**src/rtl/tft_timing_pkg.sv**
```systemverilog
// Shared TFT panel timing constants and receiver state encoding.
// Values match the tft_driver that sources the interface.
package tft_timing_pkg;

  localparam int H_ACTIVE  = 480;
  localparam int V_ACTIVE  = 272;
  localparam int H_TOTAL   = 525;
  localparam int V_TOTAL   = 288;
  localparam int CNT_W     = 14;
  localparam int LINE_GAP  = H_TOTAL;
  localparam int FRAME_GAP = H_TOTAL * (V_TOTAL - V_ACTIVE + 1);

  typedef enum logic [1:0] {
    SEEK,
    ACTIVE,
    BLANK
  } rx_state_e;

endpackage

```
**src/rtl/tft_rx_sync.sv**
```systemverilog
// Two-flop synchronizer for the TFT bundle plus pixel-clock edge detect.
// Clock, enable and RGB share one chain so they stay aligned.
module tft_rx_sync (
  input  logic        clk,
  input  logic        rst_n,
  input  logic        tft_clk,
  input  logic        tft_data_ena,
  input  logic [23:0] tft_rgb,
  output logic        pclk_evt,
  output logic        ena_s,
  output logic [23:0] rgb_s
);

  logic [25:0] s1;
  logic [25:0] s2;
  logic        prev_clk;

  always_ff @(posedge clk or negedge rst_n) begin
    if (!rst_n) begin
      s1       <= '0;
      s2       <= '0;
      prev_clk <= 1'b0;
    end else begin
      s1       <= {tft_clk, tft_data_ena, tft_rgb};
      s2       <= s1;
      prev_clk <= s2[25];
    end
  end

  assign pclk_evt = s2[25] & ~prev_clk;
  assign ena_s    = s2[24];
  assign rgb_s    = s2[23:0];

endmodule

```
**src/rtl/tft_rx_monitor.sv**
```systemverilog
// Panel-side TFT receiver: rebuilds pixel coordinates from the RGB
// interface and checks line/frame timing against the panel geometry.
module tft_rx_monitor #(
  parameter int H_ACTIVE = tft_timing_pkg::H_ACTIVE,
  parameter int V_ACTIVE = tft_timing_pkg::V_ACTIVE,
  parameter int H_TOTAL  = tft_timing_pkg::H_TOTAL,
  parameter int V_TOTAL  = tft_timing_pkg::V_TOTAL,
  parameter int CNT_W    = tft_timing_pkg::CNT_W
) (
  input  logic        cclk,
  input  logic        rstb,
  input  logic        tft_clk,
  input  logic        tft_data_ena,
  input  logic [7:0]  tft_red,
  input  logic [7:0]  tft_green,
  input  logic [7:0]  tft_blue,
  output logic        pix_valid,
  output logic [9:0]  pix_x,
  output logic [8:0]  pix_y,
  output logic [23:0] pix_rgb,
  output logic        frame_done,
  output logic        locked,
  output logic        timing_err,
  output logic [7:0]  err_count,
  output logic [15:0] frame_count
);
  import tft_timing_pkg::*;

  localparam int FG = H_TOTAL * (V_TOTAL - V_ACTIVE + 1);
  localparam logic [CNT_W-1:0] LINE_GAP_C  = CNT_W'(H_TOTAL);
  localparam logic [CNT_W-1:0] FRAME_GAP_C = CNT_W'(FG);
  localparam logic [CNT_W-1:0] TMO_C       = CNT_W'(FG + 1);
  localparam logic [CNT_W-1:0] H_ACT_C     = CNT_W'(H_ACTIVE);
  localparam logic [CNT_W-1:0] ONE_C       = CNT_W'(1);
  localparam logic [9:0]       H_ACT_X     = 10'(H_ACTIVE);
  localparam logic [8:0]       V_LAST      = 9'(V_ACTIVE - 1);

  logic        pclk_evt;
  logic        ena_s;
  logic [23:0] rgb_s;

  tft_rx_sync u_sync (
    .clk          (cclk),
    .rst_n        (rstb),
    .tft_clk      (tft_clk),
    .tft_data_ena (tft_data_ena),
    .tft_rgb      ({tft_red, tft_green, tft_blue}),
    .pclk_evt     (pclk_evt),
    .ena_s        (ena_s),
    .rgb_s        (rgb_s)
  );

  rx_state_e        state, state_n;
  logic [9:0]       x, x_n;
  logic [8:0]       y, y_n;
  logic [CNT_W-1:0] gap, gap_n, gap_inc;
  logic [CNT_W-1:0] hlen, hlen_n;
  logic             ena_prev, ena_prev_n;
  logic             rise;
  logic             emit, err, done;

  assign rise    = ena_s & ~ena_prev;
  assign gap_inc = (&gap) ? gap : gap + ONE_C;
  assign locked  = (state != SEEK);

  always_comb begin
    state_n    = state;
    x_n        = x;
    y_n        = y;
    gap_n      = gap;
    hlen_n     = hlen;
    ena_prev_n = ena_prev;
    emit       = 1'b0;
    err        = 1'b0;
    done       = 1'b0;
    if (pclk_evt) begin
      ena_prev_n = ena_s;
      gap_n      = rise ? '0 : gap_inc;
      if (rise)       hlen_n = ONE_C;
      else if (ena_s) hlen_n = hlen + ONE_C;
      unique case (state)
        SEEK: begin
          if (rise && gap_inc == FRAME_GAP_C) begin
            state_n = ACTIVE;
            y_n     = '0;
            x_n     = 10'd1;
            emit    = 1'b1;
          end
        end
        ACTIVE: begin
          if (ena_s) begin
            if (x == H_ACT_X) begin
              err = 1'b1;
            end else begin
              x_n  = x + 10'd1;
              emit = 1'b1;
            end
          end else if (hlen != H_ACT_C) begin
            err = 1'b1;
          end else begin
            state_n = BLANK;
            done    = (y == V_LAST);
          end
        end
        BLANK: begin
          if (rise) begin
            if (gap_inc == LINE_GAP_C && y < V_LAST) begin
              y_n     = y + 9'd1;
              x_n     = 10'd1;
              state_n = ACTIVE;
              emit    = 1'b1;
            end else if (gap_inc == FRAME_GAP_C && y == V_LAST) begin
              y_n     = '0;
              x_n     = 10'd1;
              state_n = ACTIVE;
              emit    = 1'b1;
            end else begin
              err = 1'b1;
            end
          end else if (gap_inc == TMO_C) begin
            err = 1'b1;
          end
        end
        default: state_n = SEEK;
      endcase
      // an error on the same event suppresses the pixel
      if (err) begin
        state_n = SEEK;
        emit    = 1'b0;
      end
    end
  end

  always_ff @(posedge cclk or negedge rstb) begin
    if (!rstb) begin
      state       <= SEEK;
      x           <= '0;
      y           <= '0;
      gap         <= '0;
      hlen        <= '0;
      ena_prev    <= 1'b0;
      pix_valid   <= 1'b0;
      pix_x       <= '0;
      pix_y       <= '0;
      pix_rgb     <= '0;
      frame_done  <= 1'b0;
      timing_err  <= 1'b0;
      err_count   <= '0;
      frame_count <= '0;
    end else begin
      state      <= state_n;
      x          <= x_n;
      y          <= y_n;
      gap        <= gap_n;
      hlen       <= hlen_n;
      ena_prev   <= ena_prev_n;
      pix_valid  <= emit;
      frame_done <= done;
      timing_err <= err;
      if (emit) begin
        pix_x   <= x_n - 10'd1;
        pix_y   <= y_n;
        pix_rgb <= rgb_s;
      end
      if (done) frame_count <= frame_count + 16'd1;
      if (err && err_count != 8'hFF) err_count <= err_count + 8'd1;
    end
  end

endmodule

```
**config.mk**
```make
export PLATFORM = sky130hd
export DESIGN_NAME = tft_rx_monitor
export DESIGN_NICKNAME = d
export VERILOG_FILES = /design/src/rtl/tft_timing_pkg.sv /design/src/rtl/tft_rx_sync.sv /design/src/rtl/tft_rx_monitor.sv
export SDC_FILE = /design/constraint.sdc
export NUM_CORES = 1
export LEC_CHECK = 0
export CAP_MARGIN = 0
export CORE_ASPECT_RATIO = 1.25
export CORE_MARGIN = 8
export CORE_UTILIZATION = 55
export CTS_BUF_LIST = sky130_fd_sc_hd__clkbuf_16
export DETAILED_ROUTE_END_ITERATION = 10
export PLACE_DENSITY = 0.8
export SKIP_CTS_REPAIR_TIMING = 1
export SLEW_MARGIN = 20
export SYNTH_ARGS = -nofsm -noshare
export SYNTH_HDL_FRONTEND = slang
export SYNTH_SLANG_ARGS = --single-unit
```
**constraint.sdc**
```tcl
create_clock -name cclk -period 8 [get_ports cclk]
set_input_delay 1.6 -clock cclk [delete_from_list [all_inputs] [get_ports cclk]]
set_output_delay 1.6 -clock cclk [all_outputs]
set_load 0.01 [all_outputs]
```
---- Yosys cells after proc, flatten, opt, wreduce, memory -nomap -nowiden ----
Index checks and enable logic that the tools add are counted.
word-level totals
  output and inout port bits .............. 71
  word-level logic and storage cells ...... 102
  memories ................................ 0
  bits in read-only memories .............. 0
  RAM bits ................................ 0
  latch bits .............................. 0
  bits in registers ....................... 173
  bits of input ports ..................... 28
cells by class
  bitwise operators ....................... 4
  muxes and demuxes ....................... 49
  multipliers ............................. 0
  order comparisons ....................... 1
  shift-type cells ........................ 0
  div/mod/pow operators ................... 0
  reduce and logical (&&, ||, !) cells .... 10
  equal/unequal tests ..................... 14
  $add $sub $neg .......................... 7
operators with widths
  operator                                                 number
  two-way mux 10 bit                                       7
  two-way mux 14 bit                                       4
  two-way mux 9 bit                                        5
  case mux 10 bit (3 select lines)                         1
  adder 14 x 1 -> 14 bit (second input constant)           2
  == test 14 bit (second input constant)                   2
  two-way mux 1 bit                                        21
  case mux 9 bit (2 select lines)                          1
  adder 16 x 1 -> 16 bit (second input constant)           1
  == test 14 x 10 -> 1 bit (second input constant)         1
  two-way mux 2 bit                                        7
  inequality test 14 x 9 -> 1 bit (second input constant)  1
  AND reduction 14 bit                                     1
  inequality test 3 bit (second input constant)            4
  adder 10 x 1 -> 10 bit (second input constant)           1
  == test 10 x 9 -> 1 bit (second input constant)          1
  subtractor 10 x 1 -> 10 bit (second input constant)      1
  adder 9 x 1 -> 9 bit (second input constant)             1
  == test 9 bit (second input constant)                    1
  < comparator 9 bit (second input constant)               1
  adder 8 x 1 -> 8 bit (second input constant)             1
  inequality test 8 bit (second input constant)            1
  case mux 2 bit (3 select lines)                          1
  AND reduction 6 bit                                      1
  other kinds (11)                                         17

---- Depth between registers and ports, before layout ----
Gate-level depths: netlist of run 1.
  depth in word-level cells ............... 11
  depth in mapped cells ................... 14
  gate-level depth less buffers ........... 13

---- Cells and area by module ----
Synthesis of run 1 repeated with hierarchy kept, for this count alone.
unflattened totals
  cells, all modules ...................... 715
  area, all modules ....................... 7991.4 µm²
by module, submodules not included
  module          cells each  area an instance (µm²)  times used  sequential area each (µm²)
  tft_rx_monitor  637         6471.2                  1           3002.9
  tft_rx_sync     78          1520.2                  1           1326.3

---- Worst setup path after synthesis of run 1 ----
Ideal clock, no wire load.
  kind .................................... register to register
  start ................................... reg gap[0]
  end ..................................... reg pix_x[9]
  data arrival time ....................... 3491 ps
  library setup time ...................... 126 ps
  path buffers ............................ 1
  cell stages (with the launch flop) ...... 13
  required time ........................... 7874 ps
  period minus slack after synthesis ...... 3617 ps
  path slack .............................. 4383 ps
  cells stage by stage .................... dfrtp_1 ha_1 nand3_1 nor4_1 mux2i_1 nand4_1 o31a_1 a211o_1 a21o_1 or2_1 clkbuf_2 o311a_1 a221o_1
between the ends
  elaborated cells on any way between the ends .. 29
  those cells by class .................... add/sub (2); eq/ne (3); mux (20); reduce/logical (4)
RTL lines
  item                                                                   RTL line                                     source
  start: declaration                                                     tft_rx_monitor.sv:56                         logic [CNT_W-1:0] gap, gap_n, gap_inc;
  start signal: assignment                                               tft_rx_monitor.sv:154                        gap <= gap_n;
  adder 14 x 1 -> 14 bit / AND reduction 14 bit (equally long branches)  tft_rx_monitor.sv:63                         assign gap_inc = (&gap) ? gap : gap + ONE_C;
  two-way mux 14 bit (*)                                                 tft_rx_monitor.sv:63
  == test 14 bit                                                         tft_rx_monitor.sv:83, tft_rx_monitor.sv:112
  logical AND 1 bit                                                      tft_rx_monitor.sv:112                        end else if (gap_inc == FRAME_GAP_C && y == V_LAST) begin
  two-way mux 10 bit                                                     tft_rx_monitor.sv:112
  two-way mux 10 bit                                                     tft_rx_monitor.sv:107                        if (gap_inc == LINE_GAP_C && y < V_LAST) begin
  two-way mux 10 bit                                                     tft_rx_monitor.sv:106                        if (rise) begin
  case mux 10 bit (3 select lines) (*)                                   tft_rx_monitor.sv:81                         unique case (state)
  two-way mux 10 bit (*)                                                 tft_rx_monitor.sv:76                         if (pclk_evt) begin
  named net x_n[5]                                                       tft_rx_monitor.sv:54                         logic [9:0] x, x_n;
  subtractor 10 x 1 -> 10 bit (*)                                        tft_rx_monitor.sv:161                        pix_x <= x_n - 10'd1;
  end signal: assignment                                                 tft_rx_monitor.sv:161
  end: declaration                                                       tft_rx_monitor.sv:18                         output logic [9:0] pix_x,
Mark *: on every way through the listed nets, which the timed path passes. The rest lies on a longest branch. The select of a mux whose other input is x is not followed.
A chain may end at the register's enable or synchronous reset.

---- Worst setup path after layout of run 1 ----
  start ................................... reg gap[0]
  end ..................................... reg pix_y[5]
between the ends
  cells in the longest elaborated chain, start to end .. 11
  elaborated cells on any way between the ends .. 28
  those cells by class .................... add/sub (1); eq/ne (3); mux (20); reduce/logical (4)
RTL lines
  item                                                                   RTL line                                     source
  adder 14 x 1 -> 14 bit / AND reduction 14 bit (equally long branches)  tft_rx_monitor.sv:63
  two-way mux 14 bit (*)                                                 tft_rx_monitor.sv:63
  == test 14 bit                                                         tft_rx_monitor.sv:83, tft_rx_monitor.sv:112
  logical AND 1 bit                                                      tft_rx_monitor.sv:112
  two-way mux 1 bit                                                      tft_rx_monitor.sv:112
  two-way mux 1 bit                                                      tft_rx_monitor.sv:107
  two-way mux 1 bit                                                      tft_rx_monitor.sv:106
  case mux 1 bit (2 select lines)                                        tft_rx_monitor.sv:81
  two-way mux 1 bit                                                      tft_rx_monitor.sv:76
  two-way mux 1 bit                                                      tft_rx_monitor.sv:127                        if (err) begin
  two-way mux 1 bit                                                      tft_rx_monitor.sv:76
  end signal: assignment                                                 tft_rx_monitor.sv:162                        pix_y <= y_n;
  end: declaration                                                       tft_rx_monitor.sv:19                         output logic [8:0] pix_y,
Mark *: on every way between the ends. The rest lies on a longest branch, timed or not. The select of a mux whose other input is x is not followed.

==> results of run 1 <==
[power groups by stage]
stage | clock network (uW) | logic [uW] | registers, uW
2_1_floorplan | 0 | 79.9 | 946
3_3_place_gp | 0 | 117 | 957
5_1_grt | 891 | 137 | 950
6_report | 835 | 120 | 946
4_1_cts | 853 | 122 | 945
3_5_place_dp | 0 | 122 | 960
[layer usage]
metal  part of all wire (%)  wire length (um)
met1                     39              7130
met2                     54              9780
met3                    5.1               926
met4                    2.0               373
met5                      0                 0
[cells by family (layout without fill, tap and decap cells)]
kind of cell / count (synthesis) / in the layout
multiplexers: 20 / 20
AND/OR/NAND/NOR: 301 / 301
AO/OA/AOI/OAI: 131 / 131
flip-flops: 173 / 173
buffers and inverters: 45 / 154
adder cells (fa/ha/maj): 16 / 16
XOR/XNOR: 35 / 35
[sequential cells by signal (all words and copies together) (netlist names), 2 cells and up]
register / cells
gap: 14
hlen: 14
pix_rgb: 24
pix_y: 9
x: 10
y: 9
u_sync.s1: 26
frame_count: 16
pix_x: 10
u_sync.s2: 26
state: 2
err_count: 8
[worst reg2reg max path: cells and delay by family (launching register included)]
family / cells / cell delay (ns)
fa+ha+maj: 1 / 0.29
buf+inv: 2 / 0.86
simple gates: 4 / 1.07
flops: 1 / 0.48
mux: 2 / 0.74
compound gates: 2 / 0.72
[worst paths after layout]
kind	startpoint	endpoint	depth (start not counted)
worst max-delay path	gap[0]	pix_y[5]	11
worst min-delay path	u_sync.s1[19]	u_sync.s2[19]	0
worst max register to register	gap[0]	pix_y[5]	11
worst min register to register	u_sync.s1[19]	u_sync.s2[19]	0
max in group asynchronous	rstb	hlen[1]	2
min in group asynchronous	rstb	hlen[6]	1
[cells in the mapped netlist (3+ instances only)]
master | instances | area share, %
nand2_1 | 141 | 7.0
a22o_1 | 14 | 1.6
nor2b_1 | 3 | 0.25
and3_1 | 14 | 1.2
and3_2 | 3 | 0.30
nand3_1 | 31 | 2.0
or2_1 | 3 | 0.25
clkbuf_1 | 16 | 0.79
o21a_1 | 3 | 0.30
mux2_2 | 13 | 1.9
dfrtp_1 | 173 | 57
or4_1 | 6 | 0.59
a31oi_1 | 10 | 0.82
xnor2_1 | 23 | 2.7
nor3_1 | 8 | 0.53
o31ai_1 | 4 | 0.40
mux2i_1 | 7 | 0.92
buf_2 | 5 | 0.33
nor4_1 | 4 | 0.33
a21o_1 | 5 | 0.49
a21oi_1 | 16 | 1.1
xor2_1 | 12 | 1.4
o21ai_0 | 46 | 3.0
or3_1 | 4 | 0.33
nand2b_1 | 5 | 0.41
and4_1 | 4 | 0.46
inv_1 | 21 | 1.0
nand4_1 | 20 | 1.6
nor2_1 | 39 | 1.9
ha_1 | 16 | 2.6
[area by class of cell]
cell class / count / area, sq um
Clock buffer: 17 / 425
Clock inverter: 15 / 176
Fill cell: 973 / 4300
Inverter: 21 / 78.8
Multi-Input combinational cell: 503 / 3090
Sequential cell: 173 / 4330
Tap cell: 175 / 219
Timing Repair Buffer: 101 / 1010
[metrics by stage]
stage	hold WS, ns	utilization (%)
global placement	0.332	64.0
CTS	0.351	68.4
detailed placement	0.335	64.0
finish	0.349	68.4
floorplan	0.331	-
global route	0.354	68.4
==> qor.txt, run 1 <==
Outcome: completed
Die Y: 147 um
Synth Area in Adders: 2.64%
Layout area overhead: 22.8%
First-pass DRT Iterations: 5
Data required, critical path: 8.31 ns
Vias/cell: 5.79
Setup slack, reg-to-reg: 3.73 ns
Htree depth: 4
Routed Wire Length: 18200 um
Vias: 5823
Crit path kind: reg2reg
PortBufs: 98
Yosys reg bits: 173
Layout Nets: 861
# setup viols final: 0
Buf/Inv on CP: 2
Critical path, cell by cell: ha_1, nand3_1, nor4_1, mux2i_1, and4_1, o2111ai_2, a41oi_1, nand3_1, buf_4, inv_2, mux2_2
Dpl cell area: 0.00872 sq mm
Worst-margin pin slew: 0.901 ns
Clock transition at path regs: 0.07 ns
Wire length of the first global-routing pass: 30400 um
Starting density of the core: 55.7%
Die Width: 121 um
Sum Neg Setup Slack: 0 ns
Number of diodes: 0
Row cnt: 48
Clock buffer depth: 2
Final HPWL DP: 12600 um
Minimum clock period: 4.27 ns
Startpoint Class: flip-flop
Post-DR wirelength/cell: 18.1 um
Sw Share: 24.6%
Synthesis Warnings: 0
PnR Total Power: 1900 uW
Tcrit/Tclk final: 53.4%
GRT met1 Usage: 24.4%
Core Area: 0.0136 sq mm
Slew margin rel.: 39.4%
Most common cell after layout, fill and taps aside: dfrtp_1
Crit path max fanout: 43
Initial antenna violation count: 0
Dpl ws: 3.43 ns
Most frequent CP cell: nand3_1
Final Hold Vio Count: 0
Fmax: 0.234 GHz
Total track usage: 21.6%
Cell Area, Synth: 0.00760 sq mm
Antenna Nets Post-Route: 0
Largest family of logic cells by synthesized area: simple AND/OR/NAND/NOR gates
RePlAce Congestion: 0.867
Layout Cells excl Fill: 1005
Ys async rst share: 100%
CTS buffer count: 17
GR Util met3: 5.88%
Cells after Synth: 721
Root Buffer: clkbuf_16
Final Max Tran Viols: 0
Critical Path AT: 4.58 ns
Max-Cap Viols: 0
Skew final: 0.0146 ns
Post-synthesis mux area share: 2.85%
CTS tree: done
Clk sinks: 173
Logic pwr share: 6.3%
DRC Markers: 0
Final Cell Area: 0.00933 sq mm
Leakage: 0.00423 uW
Number of synthesized flops with an enable pin: 0
HP Class: reg2reg
Synth Net Count: 765
Commonest cells after routing, fill and taps aside: 173 x dfrtp_1, 141 x nand2_1, 97 x clkdlybuf4s50_1
Post-synth top flop: dfrtp_1
Grt ovf: 0
Seq pwr share: 49.7%
Compound-Gate Fraction of Synth Area: 12.0%
Worst skew pair latency: 0.43 ns
Pin count of the biggest net entering global routing: 90
Grt peak-use layer: met2
Vias in the first global route: 6051
Pwr/cell area: 204 mW/mm^2
Slowest CP cell: inv_2
IO Pins: 99
Worst path max stage delay: 0.55 ns
Dpl cells: 973
Unique masters post-synth: 71
Share of cells above drive strength 1: 7.71%
DR iter-0 viols: 462
RSZ-0062 raised after global routing: no
Sequential share of the synthesized area: 57.0%
Setup crit end kind: flip-flop
Worst vdd rail ir drop: 194 uV
GR met2 Demand/Resource: 37.8%
Crit path max-delay family: simple AND/OR/NAND/NOR gates
Syn_area_per_cell: 10.5 sq um
Post-Synth XOR/XNOR Area: 4.03%
Power Internal: 1430 uW
Clk pwr share: 43.9%
Synth Area in Simple Gates: 19.1%
Final WS setup: 3.73 ns
Die area: 0.0179 sq mm
NetSw: 468 uW
Note: power is estimated with default switching activity, not from simulation.
==> run 2, diff against run 1 <==
--- a/config.mk
+++ b/config.mk
@@ -8,10 +8,10 @@
 export CAP_MARGIN = 0
 export CORE_ASPECT_RATIO = 1.25
 export CORE_MARGIN = 8
-export CORE_UTILIZATION = 55
+export CORE_UTILIZATION = 50
 export CTS_BUF_LIST = sky130_fd_sc_hd__clkbuf_16
 export DETAILED_ROUTE_END_ITERATION = 10
-export PLACE_DENSITY = 0.8
+export PLACE_DENSITY = 0.76
 export SKIP_CTS_REPAIR_TIMING = 1
 export SLEW_MARGIN = 20
 export SYNTH_ARGS = -nofsm -noshare
==> constraint.sdc (replaced) <==
create_clock -name cclk -period 3.5 [get_ports cclk]
set_input_delay 0.7 -clock cclk [delete_from_list [all_inputs] [get_ports cclk]]
set_output_delay 0.7 -clock cclk [all_outputs]
set_load 0.01 [all_outputs]
==> qor.txt, run 2 (synthesis gave the netlist of run 1 again) <==
Antenna Nets Post-Route: 0
Vias: 5967
Commonest cells after routing, fill and taps aside: 164 x dfrtp_1, 139 x nand2_1, 97 x clkdlybuf4s50_1
Core Area: 0.0150 sq mm
Worst path max stage delay: 0.45 ns
Data required, critical path: 3.82 ns
PnR Total Power: 4370 uW
Row cnt: 50
Wire length of the first global-routing pass: 30000 um
Setup crit end kind: flip-flop
Htree depth: 4
RePlAce Congestion: 0.873
Final HPWL DP: 13000 um
IO Pins: 99
Slowest CP cell: dfrtp_1
DRC Markers: 0
Crit path kind: reg2reg
Critical Path AT: 3.71 ns
Number of diodes: 0
Worst-margin pin slew: 0.679 ns
Critical path, cell by cell: nand2_2, buf_4, nor4_4, o211ai_2, a21o_1, o31a_1, a211o_4, a21o_1, or2_4, o311a_1, a221o_1
CTS tree: done
Layout area overhead: 29.7%
Total track usage: 19.3%
Most frequent CP cell: a21o_1
Minimum clock period: 3.40 ns
Starting density of the core: 50.8%
Die Y: 154 um
NetSw: 1160 uW
Leakage: 0.00449 uW
First-pass DRT Iterations: 4
Most common cell after layout, fill and taps aside: dfrtp_1
Root Buffer: clkbuf_16
Grt ovf: 0
Clk sinks: 173
Crit path max fanout: 6
Clock transition at path regs: 0.07 ns
Seq pwr share: 49.4%
Startpoint Class: flip-flop
# setup viols final: 0
Layout Nets: 899
Die Width: 126 um
Sw Share: 26.6%
Final Hold Vio Count: 0
Vias in the first global route: 6057
HP Class: in2async
RSZ-0062 raised after global routing: yes
Routed Wire Length: 18300 um
Pin count of the biggest net entering global routing: 66
Initial antenna violation count: 0
Final core utilization: 65.9%
Power Internal: 3200 uW
Share of cells above drive strength 1: 15.6%
Worst vdd rail ir drop: 310 uV
Worst skew pair latency: 0.44 ns
Post-DR wirelength/cell: 17.5 um
Die area: 0.0194 sq mm
Top flop regs: u_sync.s1 (26), u_sync.s2 (26), pix_rgb (24)
Tcrit/Tclk final: 97.0%
Clk pwr share: 42.9%
Outcome: completed
Logic pwr share: 7.7%
DR iter-0 viols: 391
Buf/Inv on CP: 1
Clock buffer depth: 2
Slew margin rel.: 54.6%
PortBufs: 98
Vias/cell: 5.68
Filler instances: 1077
Crit path max-delay family: compound AO/OA/AOI/OAI gates
Fmax: 0.294 GHz
Skew final: 0.0164 ns
CTS buffer count: 17
Final Max Tran Viols: 0
Pwr/cell area: 443 mW/mm^2
Max-Cap Viols: 0
==> run 2: cell count changes in the layout (fill, tap and decap cells not counted), moves of 4 or more <==
cell      change
nand3_2       +4
buf_4        +37
clkinv_8      +6
dfrtp_1       -9
dfrtp_2       +9
nand3_1       -5
==> run 2: metrics by stage <==
stage | setup TNS [ns] | worst slack, ns | hold WS, ns | cells | cell area [sq um]
6_report | 0 | 0.104 | 0.261 | 1050 | 9850
5_1_grt | -0.162 | -0.0625 | 0.310 | 1050 | 9850
4_1_cts | -0.232 | -0.0874 | 0.278 | 1047 | 9650
3_5_place_dp | -0.185 | -0.0776 | 0.335 | 1015 | 9040
3_3_place_gp | 0 | 0.0384 | 0.332 | 1015 | 9040
2_1_floorplan | 0 | 0.0107 | 0.331 | 721 | 7620
==> run 2: cell type report <==
type / count / area (sq um) / area share (%)
clock inverters: 15 / 188 / 1.90
multi-input cells: 503 / 3280 / 33.3
well taps: 182 / 228 / 2.31
flip-flops and latches: 173 / 4340 / 44.0
clock buffers: 17 / 425 / 4.32
inverters: 21 / 78.8 / 0.800
repair buffers: 139 / 1320 / 13.3
==> run 2: final timing paths <==
check / start / end / slack [ns] / cells after the start
worst min register to register: u_sync.s1[6] / u_sync.s2[6] / 0.35 / 0
worst max-delay path: gap[8] / pix_x[9] / 0.10 / 11
max in group asynchronous: rstb / u_sync.s1[17] / 2.53 / 2
worst min-delay path: rstb / hlen[8] / 0.26 / 1
worst max register to register: gap[8] / pix_x[9] / 0.10 / 11
min in group cclk: u_sync.s1[6] / u_sync.s2[6] / 0.35 / 0
==> run 2: power by group through the flow <==
stage               combinational [uW]  sequential, uW  clock, uW
floorplan                          186            2170          0
global placement                   314            2170          0
detailed placement                 328            2180          0
CTS                                329            2140       1900
global route                       375            2170       1990
finish                             339            2160       1870
==> run 2: per-layer routing <==
| metal | share of wire, % | wire (um) | vias to the layer above | track usage (%) |
|---|---|---|---|---|
| li1 | - | - | 2802 | - |
| met1 | 41 | 7430 | 2990 | 21.7 |
| met2 | 53 | 9770 | 143 | 34.3 |
| met3 | 4.3 | 793 | 32 | 5.16 |
| met4 | 1.8 | 337 | 0 | 6.72 |
| met5 | 0 | 0 | - | 0 |
==> run 2: worst register-to-register path, stage by stage (launching register included) <==
cell	delay (ns)
dfrtp_1	0.45
nand2_2	0.15
buf_4	0.18
nor4_4	0.29
o211ai_2	0.17
a21o_1	0.21
o31a_1	0.37
a211o_4	0.37
a21o_1	0.19
or2_4	0.28
o311a_1	0.36
a221o_1	0.27
